<file path="config.mk">
export PLATFORM = sky130hd
export DESIGN_NAME = traffic_source
export DESIGN_NICKNAME = d
export VERILOG_FILES = /design/src/rtl/traffic_source.sv
export SDC_FILE = /design/constraint.sdc
export NUM_CORES = 1
export LEC_CHECK = 0
export BUFFER_PORTS_ARGS = -buffer_cell sky130_fd_sc_hd__buf_2
export CORE_UTILIZATION = 40
export DETAILED_ROUTE_END_ITERATION = 8
export PLACE_DENSITY = 0.65
export SYNTH_ARGS = -nofsm -noshare
export SYNTH_HDL_FRONTEND = slang
export SYNTH_SLANG_ARGS = --single-unit
export TNS_END_PERCENT = 30
</file>
<file path="constraint.sdc">
create_clock -name clk -period 6.57 [get_ports clk]
set_clock_uncertainty 0.2 [all_clocks]
set_input_delay 0.657 -clock clk [delete_from_list [all_inputs] [get_ports clk]]
set_output_delay 0.657 -clock clk [all_outputs]
set_load 0.005 [all_outputs]
</file>
<file path="src/rtl/traffic_source.sv">
// NoC traffic generator driving a router local port over a two-phase req/ack link.
// Optional ack watchdog enabled by defining SOURCE_ACK_TIMEOUT_EN.
module traffic_source #(
    parameter int ID        = 0,
    parameter int DEST      = 0,
    parameter int DEST_MODE = 0,
    parameter int NUM_DEST  = 4,
    parameter int DEST_W    = 4,
    parameter int ID_W      = 4,
    parameter int DATA_W    = 16,
    parameter int MAX_FLITS = 2,
    parameter int GAP       = 0,
    parameter int TIMEOUT   = 64
) (
    input  logic              clk,
    input  logic              reset,
    input  logic              en,
    input  logic              ack,
    output logic              req,
    output logic [DATA_W-1:0] data,
    output logic [15:0]       flit_count,
    output logic              done,
    output logic              err
);

    localparam int SEQ_W = (DATA_W > DEST_W + ID_W) ? DATA_W - DEST_W - ID_W : 1;
    localparam int RR_W  = (NUM_DEST > 1) ? $clog2(NUM_DEST) : 1;
    localparam logic [RR_W-1:0] RR_LAST   = RR_W'(NUM_DEST - 1);
    localparam logic [15:0]     LFSR_SEED = 16'hACE1 ^ 16'(ID);
    localparam logic [15:0]     DEST_MASK = 16'(NUM_DEST - 1);
    localparam logic [15:0]     MAX_F     = 16'(MAX_FLITS);
    localparam logic [15:0]     GAP_LOAD  = 16'(GAP - 1);

    typedef enum logic [1:0] {S_IDLE, S_WAIT, S_GAP, S_DONE} state_t;

    state_t            state_reg;
    logic              req_reg;
    logic [DATA_W-1:0] data_reg;
    logic [15:0]       flit_count_reg;
    logic              done_reg;
    logic              err_reg;
    logic              ack_old_reg;
    logic [SEQ_W-1:0]  seq_reg;
    logic [RR_W-1:0]   rr_reg;
    logic [15:0]       lfsr_reg;
    logic [15:0]       gap_cnt_reg;
`ifdef SOURCE_ACK_TIMEOUT_EN
    logic [15:0]       wait_cnt_reg;
    localparam logic [15:0] TIMEOUT_M1 = 16'(TIMEOUT - 1);
`endif

    logic                          ack_rx;
    logic                          can_launch;
    logic                          lfsr_fb;
    logic [DEST_W-1:0]             dest_cur;
    logic [SEQ_W+ID_W+DEST_W-1:0]  flit_wide;

    assign ack_rx     = ack ^ ack_old_reg;
    assign can_launch = (MAX_FLITS == 0) || (flit_count_reg < MAX_F);
    // Fibonacci taps for x^16+x^14+x^13+x^11+1, shifting toward bit 0
    assign lfsr_fb    = lfsr_reg[0] ^ lfsr_reg[2] ^ lfsr_reg[3] ^ lfsr_reg[5];
    assign flit_wide  = {seq_reg, ID_W'(ID), dest_cur};

    always_comb begin
        case (DEST_MODE)
            1:       dest_cur = DEST_W'(rr_reg);
            2:       dest_cur = DEST_W'(lfsr_reg & DEST_MASK);
            default: dest_cur = DEST_W'(DEST);
        endcase
    end

    always_ff @(posedge clk or negedge reset) begin
        if (!reset) begin
            state_reg      <= S_IDLE;
            req_reg        <= 1'b0;
            data_reg       <= '0;
            flit_count_reg <= '0;
            done_reg       <= 1'b0;
            err_reg        <= 1'b0;
            ack_old_reg    <= 1'b0;
            seq_reg        <= '0;
            rr_reg         <= '0;
            lfsr_reg       <= LFSR_SEED;
            gap_cnt_reg    <= '0;
`ifdef SOURCE_ACK_TIMEOUT_EN
            wait_cnt_reg   <= '0;
`endif
        end else begin
            ack_old_reg <= ack;
            case (state_reg)
                S_IDLE: begin
                    if (ack_rx)
                        err_reg <= 1'b1;
                    if (en && can_launch) begin
                        data_reg <= flit_wide[DATA_W-1:0];
                        req_reg  <= ~req_reg;
                        if (flit_count_reg != 16'hFFFF)
                            flit_count_reg <= flit_count_reg + 16'd1;
                        seq_reg  <= seq_reg + 1'b1;
                        rr_reg   <= (rr_reg == RR_LAST) ? '0 : rr_reg + 1'b1;
                        lfsr_reg <= {lfsr_fb, lfsr_reg[15:1]};
`ifdef SOURCE_ACK_TIMEOUT_EN
                        wait_cnt_reg <= '0;
`endif
                        state_reg <= S_WAIT;
                    end
                end
                S_WAIT: begin
                    if (ack_rx) begin
                        if (MAX_FLITS != 0 && flit_count_reg == MAX_F) begin
                            done_reg  <= 1'b1;
                            state_reg <= S_DONE;
                        end else if (GAP == 0) begin
                            state_reg <= S_IDLE;
                        end else begin
                            gap_cnt_reg <= GAP_LOAD;
                            state_reg   <= S_GAP;
                        end
                    end
`ifdef SOURCE_ACK_TIMEOUT_EN
                    else begin
                        if (wait_cnt_reg != 16'hFFFF)
                            wait_cnt_reg <= wait_cnt_reg + 16'd1;
                        if (wait_cnt_reg == TIMEOUT_M1)
                            err_reg <= 1'b1;
                    end
`endif
                end
                S_GAP: begin
                    if (ack_rx)
                        err_reg <= 1'b1;
                    if (gap_cnt_reg == 16'd0)
                        state_reg <= S_IDLE;
                    else
                        gap_cnt_reg <= gap_cnt_reg - 16'd1;
                end
                S_DONE: begin
                    if (ack_rx)
                        err_reg <= 1'b1;
                end
                default: state_reg <= S_IDLE;
            endcase
        end
    end

    assign req        = req_reg;
    assign data       = data_reg;
    assign flit_count = flit_count_reg;
    assign done       = done_reg;
    assign err        = err_reg;

endmodule

</file>
==> results of run 1 <==
through the flow:
stage	hold WS (ps)	instances	area (µm²)	total power, mW	utilization (%)
after floorplan	161	199	2380	0.523	-
after global placement	184	279	2510	0.576	45.0
after detailed placement	187	279	2510	0.580	45.0
after CTS	213	287	2630	0.816	47.2
after global routing	220	287	2630	0.851	47.2
final	205	287	2630	0.805	47.2
cell usage in the layout, fill, tap and decap left out:
master | Yosys | routed
a21o_1 | 4 | 4
a21oi_2 | 1 | 1
a221oi_1 | 1 | 1
and3_1 | 5 | 5
buf_2 | 0 | 30
buf_4 | 8 | 1
bufinv_16 | 0 | 1
clkbuf_8 | 0 | 6
conb_1 | 1 | 8
dfrtp_1 | 54 | 54
ha_1 | 10 | 10
inv_1 | 8 | 8
inv_6 | 0 | 1
mux2_2 | 12 | 12
mux2i_1 | 1 | 1
nand2_1 | 7 | 7
nand2b_1 | 1 | 1
nand3_1 | 2 | 2
nand4_1 | 5 | 5
nand4bb_1 | 1 | 1
nor2_1 | 6 | 6
nor3_1 | 7 | 7
nor3b_1 | 4 | 4
nor4_1 | 5 | 5
nor4_2 | 1 | 1
o21ai_0 | 2 | 2
o21bai_1 | 3 | 3
o31ai_1 | 1 | 1
or2_2 | 1 | 1
or3_4 | 2 | 2
or3b_1 | 1 | 1
or4_4 | 1 | 1
or4b_2 | 1 | 1
xnor2_1 | 12 | 12
xor2_1 | 9 | 9
final timing paths:
kind,start,end,depth (start not counted)
max,state_reg[1],data[9],6
min,flit_count[13],flit_count[13],0
max reg2reg,state_reg[1],data[9],6
min reg2reg,flit_count[13],flit_count[13],0
max in group asynchronous,reset,data[9],2
min in group asynchronous,reset,ack_old_reg,2
kinds of logic (layout without fill, tap and decap cells):
group,after synthesis,in the layout
and+or+nand+nor,50,50
DFF,54,54
buffers and inverters,31,47
other,1,8
AOI/OAI and AO/OA,12,12
adders and majority gates,10,10
xor gates and xnor gates,21,21
muxes,13,13
where the power goes:
group	internal, mW	switching (mW)
logic	0.0819	0.0782
registers	0.372	0.0388
clock network	0.125	0.109
layer usage:
| metal | wire length [µm] | up-vias | part of all wire (%) |
|---|---|---|---|
| met5 | 0 | - | 0 |
| met4 | 37 | 0 | 1.0 |
| met3 | 124 | 5 | 3.4 |
| met2 | 1630 | 23 | 45 |
| met1 | 1800 | 679 | 50 |
| li1 | - | 671 | - |
cell type report:
cell class | count | area [µm²] | share of cell area, %
Inverter | 8 | 30.0 | 1.14
Multi-Input combinational cell | 114 | 878 | 33.4
Tap cell | 72 | 90.1 | 3.43
Clock buffer | 6 | 82.6 | 3.14
Timing Repair Buffer | 31 | 158 | 6.00
Sequential cell | 54 | 1350 | 51.4
Clock inverter | 2 | 38.8 | 1.48
==> run_results.csv, run 1 <==
group,metric,value,unit
cts,cts_tree,"yes",
worst_setup_path,cp_slowest_cell,"and3_1",
worst_setup_path,crit_path_end_kind,"register",
power,ir_drop,155,µV
synthesis,yosysSeqAreaShare,57.5,%
die,die_w,78.6,µm
synthesis,synth_top_family_by_area,"simple AND/OR/NAND/NOR gates",
run,max_cap_viol_count,0,
die,die_h,78.6,µm
cts,clk_latency,300,ps
min_path,hold_class,"register to register",
die,dieArea,6190,µm²
grt,grt.total_usage,12.8,%
power,leakagePower,1.40,nW
power,power.density,306,nW/µm²
worst_setup_path,critPathLaunchType,"register",
worst_setup_path,critPathTopFamily,"simple AND/OR/NAND/NOR gates",
drt,via_count,1378,
cts,cts.htree.levels,2,
grt,met2_usage,21.1,%
drt,drcViolationCount,0,
worst_setup_path,worst_path_most_repeated_cell,"inv_1",
die,std_cell_rows,27,
grt,busiest_layer,"met2",
cts,clockRootBuffer,"clkbuf_8",
sta,maxSlewHeadroom,43.4,%
sta,period_share,37.4,%
grt,grt_pass1_wl,6200,µm
sta,drv_slew,0,
finish,nNetsFinal,228,
sta,period_needed,2460,ps
placement,dp_hpwl,2440,µm
drt,drtIter0Drc,30,
grt,met1_usage,16.0,%
synthesis,synthAdderAreaFrac,5.32,%
cts,post_cts_resized,0,
synthesis,yosys.area_share.simple,13.0,%
finish,num-fill-cells,505,
synthesis,synth_compound_area_share,3.73,%
worst_setup_path,cp_num_buf_inv,2,
worst_setup_path,critPathMaxFanout,20,
synthesis,synthTopCellsByArea,"dfrtp_1, mux2_2, ha_1",
cts,clkSinkCount,54,
drt,antenna_left,0,
synthesis,netlist-cell-type-count,32,
die,initial_utilization,42.2,%
synthesis,yosys.area.top_type_share,57.5,%
synthesis,yosysWarnings,0,
sta,setup_tns,0,ps
run_status,status,"finished clean",
placement,gp_congestion,0.791,
drt,drt-total-wl,3600,µm
drt,routed_via_density,4.80,
placement,portBuffers,30,
synthesis,synthXorXnorAreaFrac,7.83,%
cts,cts_buffer_depth,2,
worst_setup_path,crit_chain,"inv_1, ha_1, inv_1, nor3b_1, and3_1, mux2_2",
synthesis,synth_common_cells,"dfrtp_1, clkbuf_1, mux2_2, xnor2_1, ha_1",
sta,fmax,407,MHz
worst_setup_path,worstPathArrival,2450,ps
finish,area_growth,11.9,%
worst_setup_path,reg2reg_slack,4110,ps
synthesis,synth-seq-cells,54,
grt,grt_pass1_vias,1383,
grt,grt_overflow_total,0,
cts,post-cts-setup-buffer-count,0,
placement,preCtsSetupSlack,4000,ps
sta,timing.final.ws_setup,4110,ps
die,fp.coreArea,5570,µm²
cts,hold_buffers,0,
grt,antenna_found_initial,0,
grt,grt_util_met3,3.49,%
synthesis,yosysMostFrequentCell,"dfrtp_1",
die,ios,39,
sta,finalHoldViolations,0,
synthesis,postSynth.asyncResetShare,100,%
cts,clk_pin_slew,100,ps
grt,grt_max_degree,55,
worst_setup_path,crit_type,"register to register",
cts,cts_made_buffers,5,
synthesis,yosys-mux-area-fraction,6.18,%
sta,worstMarginPinSlew,849,ps
drt,wl_per_cell,12.5,µm
synthesis,avgSynthCellArea,12.2,µm²
synthesis,synth-edff-count,0,
finish,layout-drive-gt1-share,27.0,%
worst_setup_path,required,6560,ps
synthesis,synth_top_area_cell,"dfrtp_1",
synthesis,syn_area,2350,µm²
finish,n_antenna_cell,0,
synthesis,synthFlopType,"dfrtp_1",
worst_setup_path,cpPeakStageDelay,740,ps
drt,first_pass_iters,4,
sta,rsz0062_at_grt,"false",
sta,setup_viol,0,
synthesis,syn_inst,192,
(Power assumes the default switching activity.)
==> run 2, diff against run 1 <==
--- a/config.mk
+++ b/config.mk
@@ -8,7 +8,7 @@
 export BUFFER_PORTS_ARGS = -buffer_cell sky130_fd_sc_hd__buf_2
 export CORE_UTILIZATION = 40
 export DETAILED_ROUTE_END_ITERATION = 8
-export PLACE_DENSITY = 0.65
+export PLACE_DENSITY = 0.67
 export SYNTH_ARGS = -nofsm -noshare
 export SYNTH_HDL_FRONTEND = slang
 export SYNTH_SLANG_ARGS = --single-unit
==> constraint.sdc (replaced) <==
create_clock -name clk -period 2 [get_ports clk]
set_clock_uncertainty 0.2 [all_clocks]
set_input_delay 0.2 -clock clk [delete_from_list [all_inputs] [get_ports clk]]
set_output_delay 0.2 -clock clk [all_outputs]
set_load 0.005 [all_outputs]
==> run_results.csv, run 2 (synthesis results as in run 1) <==
group,metric,value,unit
finish,layout-drive-gt1-share,43.8,%
drt,antenna_left,0,
sta,period_share,119,%
die,die_w,78.6,µm
placement,preCtsSetupSlack,-391,ps
power,seqPwrFrac,47.6,%
run_status,status,"finished with violations",
die,dieArea,6190,µm²
cts,clockRootBuffer,"clkbuf_8",
finish,area_growth,30.5,%
grt,antenna_found_initial,0,
power,pwr-share-clk,25.5,%
drt,routed_via_density,4.75,
grt,grt_pass1_wl,7060,µm
cts,cts_tree,"yes",
placement,dp_hpwl,2740,µm
sta,fmax,421,MHz
cts,clkSinkCount,54,
finish,num-fill-cells,469,
worst_setup_path,crit_chain,"or3_4, or4_4, or3_4, a21oi_4, mux2_2",
finish,n_antenna_cell,0,
sta,finalHoldViolations,0,
grt,grt_max_degree,55,
finish,layout_common_cells,"dfrtp_1, buf_2, buf_4",
cts,clk_latency,300,ps
die,initial_utilization,42.2,%
grt,grt_pass1_vias,1620,
worst_setup_path,reg2reg_slack,-370,ps
power,p_sw_share,28.0,%
drt,drcViolationCount,0,
placement,portBuffers,30,
worst_setup_path,required,1980,ps
worst_setup_path,critPathLaunchType,"register",
power,net-switching-power,780,µW
worst_setup_path,rr_worst_depth,5,
sta,rsz0062_at_grt,"true",
sta,period_needed,2370,ps
cts,clk_pin_slew,90,ps
sta,drv_slew,0,
finish,multi_input_comb_area,1030,µm²
grt,grt.total_usage,14.4,%
drt,first_pass_iters,4,
sta,timing.final.ws_setup,-374,ps
finish,final_common_cell,"dfrtp_1",
worst_setup_path,crit_path_end_kind,"register",
grt,grt_overflow_total,0,
cts,cts.htree.levels,2,
power,leakagePower,1.61,nW
drt,drtIter0Drc,64,
cts,cts_buffer_depth,2,
die,fp.coreArea,5570,µm²
worst_setup_path,crit_type,"register to register",
finish,nNetsFinal,263,
power,power.density,907,nW/µm²
die,die_h,78.6,µm
worst_setup_path,cpPeakStageDelay,430,ps
worst_setup_path,worst_path_most_repeated_cell,"or3_4",
worst_setup_path,reg2reg_to,"state_reg[1]",
placement,placed_cells,307,
sta,worst_hold_slack,213,ps
sta,setup_viol,16,
min_path,hold_class,"input pin to async pin",
cts,cts_made_buffers,5,
run,max_cap_viol_count,0,
die,std_cell_rows,27,
sta,setup_tns,-3530,ps
finish,regArea,1350,µm²
run_status,failed_checks,"setup timing",
worst_setup_path,worstPathArrival,2360,ps
die,ios,39,
power,p_int,2.00,mW
drt,drt-total-wl,4160,µm
worst_setup_path,cp_slowest_cell,"or4_4",
finish,final_cells,321,
power,combPwrFrac,26.9,%
drt,via_count,1524,
power,ir_drop,345,µV
worst_setup_path,critPathMaxFanout,3,
placement,gp_congestion,0.736,
drt,wl_per_cell,13.0,µm
worst_setup_path,regToRegStartpoint,"gap_cnt_reg[8]",
[run 2: cell count changes in the layout (fill, tap and decap cells not counted), sizes merged]
cell | before | now
buf | 31 | 64
clkinv | 0 | 1
inv | 9 | 8
clkbuf | 6 | 5
dlygate4sd3 | 0 | 2
[run 2: critical path, delay by kind of cell, from the launching register on]
family	cells	cell delay (ps)
AO/OA/AOI/OAI	1	150
flip-flops	1	390
multiplexers	1	340
AND/OR/NAND/NOR	3	1180
[run 2: repair_timing]
item	CTS	global route
hold buffers	2	0
setup buffers	2	3
endpoints found under the hold margin	55	0
endpoints found under the setup margin	23	32
pin swaps	2	9
gates resized for setup	10	26
[run 2: final cells by class]
cell class / instances / area share, %
Clock buffer: 5 / 2.24
Multi-Input combinational cell: 114 / 33.6
Inverter: 8 / 0.979
Tap cell: 72 / 2.94
Timing Repair Buffer: 66 / 14.9
Sequential cell: 54 / 44.1
Clock inverter: 2 / 1.26
[run 2: metrics by stage]
step | power (mW) | util [%] | instance area (µm²)
6_report | 2.78 | 55.0 | 3070
5_1_grt | 2.96 | 55.0 | 3070
4_1_cts | 2.76 | 52.7 | 2940
3_5_place_dp | 2.02 | 49.2 | 2740
3_3_place_gp | 2.00 | 49.2 | 2740
2_1_floorplan | 1.72 | - | 2380
[run 2: worst max path at each step]
stage / start / end / slack (ps)
final: gap_cnt_reg[8] / state_reg[1] / -370
after floorplan: gap_cnt_reg[8] / state_reg[0] / -340
after CTS: flit_count[4] / state_reg[1] / -380
after global routing: gap_cnt_reg[8] / gap_cnt_reg[15] / -430
after global placement: gap_cnt_reg[8] / state_reg[1] / -360
after detailed placement: gap_cnt_reg[8] / state_reg[1] / -390
[run 2: power by group through the flow]
stage / logic (mW) / clock network, mW / registers [mW]
floorplan: 0.366 / 0 / 1.35
global placement: 0.658 / 0 / 1.34
detailed placement: 0.673 / 0 / 1.34
CTS: 0.699 / 0.737 / 1.32
global route: 0.838 / 0.777 / 1.35
finish: 0.748 / 0.709 / 1.32
[run 2: per-layer routing]
layer  vias to the layer above  GRT usage, %  part of all wire, %
li1                        739             -                    -
met1                       758          18.1                   46
met2                        23          24.7                   50
met3                         4          3.84                  2.7
met4                         0          3.33                 0.60
met5                         -             0                    0
==> run 3, diff against run 2 <==
==> constraint.sdc (replaced) <==
create_clock -name clk -period 2 [get_ports clk]
set_clock_uncertainty 0.2 [all_clocks]
set_input_delay 0.1 -clock clk [delete_from_list [all_inputs] [get_ports clk]]
set_output_delay 0.1 -clock clk [all_outputs]
set_load 0.005 [all_outputs]
==> run_results.csv, run 3 (synthesis results as in run 1) <==
group,metric,value,unit
cts,clockRootBuffer,"clkbuf_8",
finish,area_growth,25.5,%
grt,grt_pass1_wl,6560,µm
power,power.density,901,nW/µm²
drt,antenna_left,0,
sta,drv_slew,0,
finish,layout_common_cells,"dfrtp_1, buf_2, buf_4",
sta,fmax,427,MHz
grt,grt_max_degree,34,
sta,timing.final.ws_setup,-344,ps
power,p_sw_share,29.0,%
power,net-switching-power,770,µW
finish,fin_util,52.9,%
die,dieArea,6190,µm²
power,pwr-share-clk,23.8,%
placement,placed_cells,307,
drt,routed_via_density,4.68,
sta,maxSlewHeadroom,66.3,%
power,power.total,2.65,mW
die,initial_utilization,42.2,%
finish,n_antenna_cell,0,
cts,cts_tree,"yes",
min_path,hold_class,"input pin to async pin",
cts,clk_latency,310,ps
power,leakagePower,1.57,nW
worst_setup_path,required,1990,ps
grt,grt_pass1_vias,1526,
sta,setup_viol,15,
power,ir_drop,418,µV
run_status,failed_checks,"setup timing",
drt,via_count,1492,
cts,cts_made_buffers,5,
power,p_int,1.88,mW
sta,worstMarginPinSlew,506,ps
placement,gp_congestion,0.739,
finish,nNetsFinal,260,
cts,cts_buffer_depth,2,
die,ios,39,
drt,drcViolationCount,0,
worst_setup_path,critPathMaxFanout,3,
placement,portBuffers,30,
drt,drt-total-wl,3800,µm
power,seqPwrFrac,50.0,%
die,die_h,78.6,µm
drt,drtIter0Drc,46,
grt,grt.total_usage,13.7,%
worst_setup_path,critPathLaunchType,"register",
sta,rsz0062_at_grt,"true",
worst_setup_path,crit_path_end_kind,"register",
cts,cts.htree.levels,2,
worst_setup_path,rr_worst_depth,5,
sta,setup_tns,-2510,ps
die,die_w,78.6,µm
placement,preCtsSetupSlack,-375,ps
grt,grt_overflow_total,0,
finish,final_cells,319,
die,fp.coreArea,5570,µm²
sta,period_needed,2340,ps
grt,antenna_found_initial,0,
run,max_cap_viol_count,0,
drt,first_pass_iters,4,
power,combPwrFrac,26.2,%
sta,period_share,117,%
finish,layout-drive-gt1-share,40.5,%
cts,clk_pin_slew,90,ps
run_status,status,"finished with violations",
sta,finalHoldViolations,0,
worst_setup_path,worstPathArrival,2340,ps
cts,clkSinkCount,54,
worst_setup_path,crit_type,"register to register",
placement,dp_hpwl,2780,µm
drt,wl_per_cell,11.9,µm
finish,final_common_cell,"dfrtp_1",
die,std_cell_rows,27,
[run 3: cell types whose count changed in the layout (fill, tap and decap cells not counted), sizes merged]
cell | previous run | this run
clkinv | 1 | 2
bufinv | 1 | 0
clkbuf | 5 | 6
buf | 64 | 61
[run 3: area by class of cell]
cell class / instances / area (µm²)
Clock buffer: 6 / 82.6
Clock inverter: 2 / 17.5
Fill cell: 487 / 2630
Inverter: 8 / 30.0
Multi-Input combinational cell: 114 / 948
Sequential cell: 54 / 1350
Tap cell: 72 / 90.1
Timing Repair Buffer: 63 / 428
[run 3: worst paths after layout]
path	startpoint	endpoint	slack [ps]
max	gap_cnt_reg[8]	state_reg[0]	-340
min	reset	flit_count[1]	90
max reg2reg	gap_cnt_reg[8]	state_reg[0]	-340
min reg2reg	flit_count[12]	flit_count[12]	210
max in group asynchronous	reset	gap_cnt_reg[12]	970
min in group clk	flit_count[12]	flit_count[12]	210
[run 3: routing by layer]
layer / global-route usage, % / routed length [µm] / part of all wire, % / up-vias
met4: 7.04 / 62 / 1.6 / 0
met1: 17.1 / 1830 / 48 / 727
met3: 3.26 / 125 / 3.3 / 5
li1: - / - / - / 738
met2: 22.0 / 1780 / 47 / 22
met5: 0 / 0 / 0 / -
[run 3: critical path, stage by stage (launching register included)]
cell and delay [ps]:
dfrtp_1 380, or3_4 380, or4_4 430, or3_4 360
a21oi_4 140, mux2_2 340
[run 3: repair_timing]
item,4_1_cts,5_1_grt
hold buffers,2,0
hold endpoints to repair,57,0
pin swaps,1,1
endpoints found under the setup margin,17,30
buffers inserted,2,0
gates resized for setup,8,9
[run 3: metrics by stage]
step	hold WS [ps]	area, µm²
CTS	98.3	2910
floorplan	-396	2380
global route	127	2950
finish	90.5	2950
global placement	-104	2740
detailed placement	-96.4	2740
[run 3: power by group through the flow]
stage / Sequential (mW) / Clock, mW / Combinational (mW)
finish: 1.33 / 0.632 / 0.696
global route: 1.35 / 0.705 / 0.789
CTS: 1.32 / 0.666 / 0.699
detailed placement: 1.35 / 0 / 0.668
global placement: 1.34 / 0 / 0.657
floorplan: 1.35 / 0 / 0.366
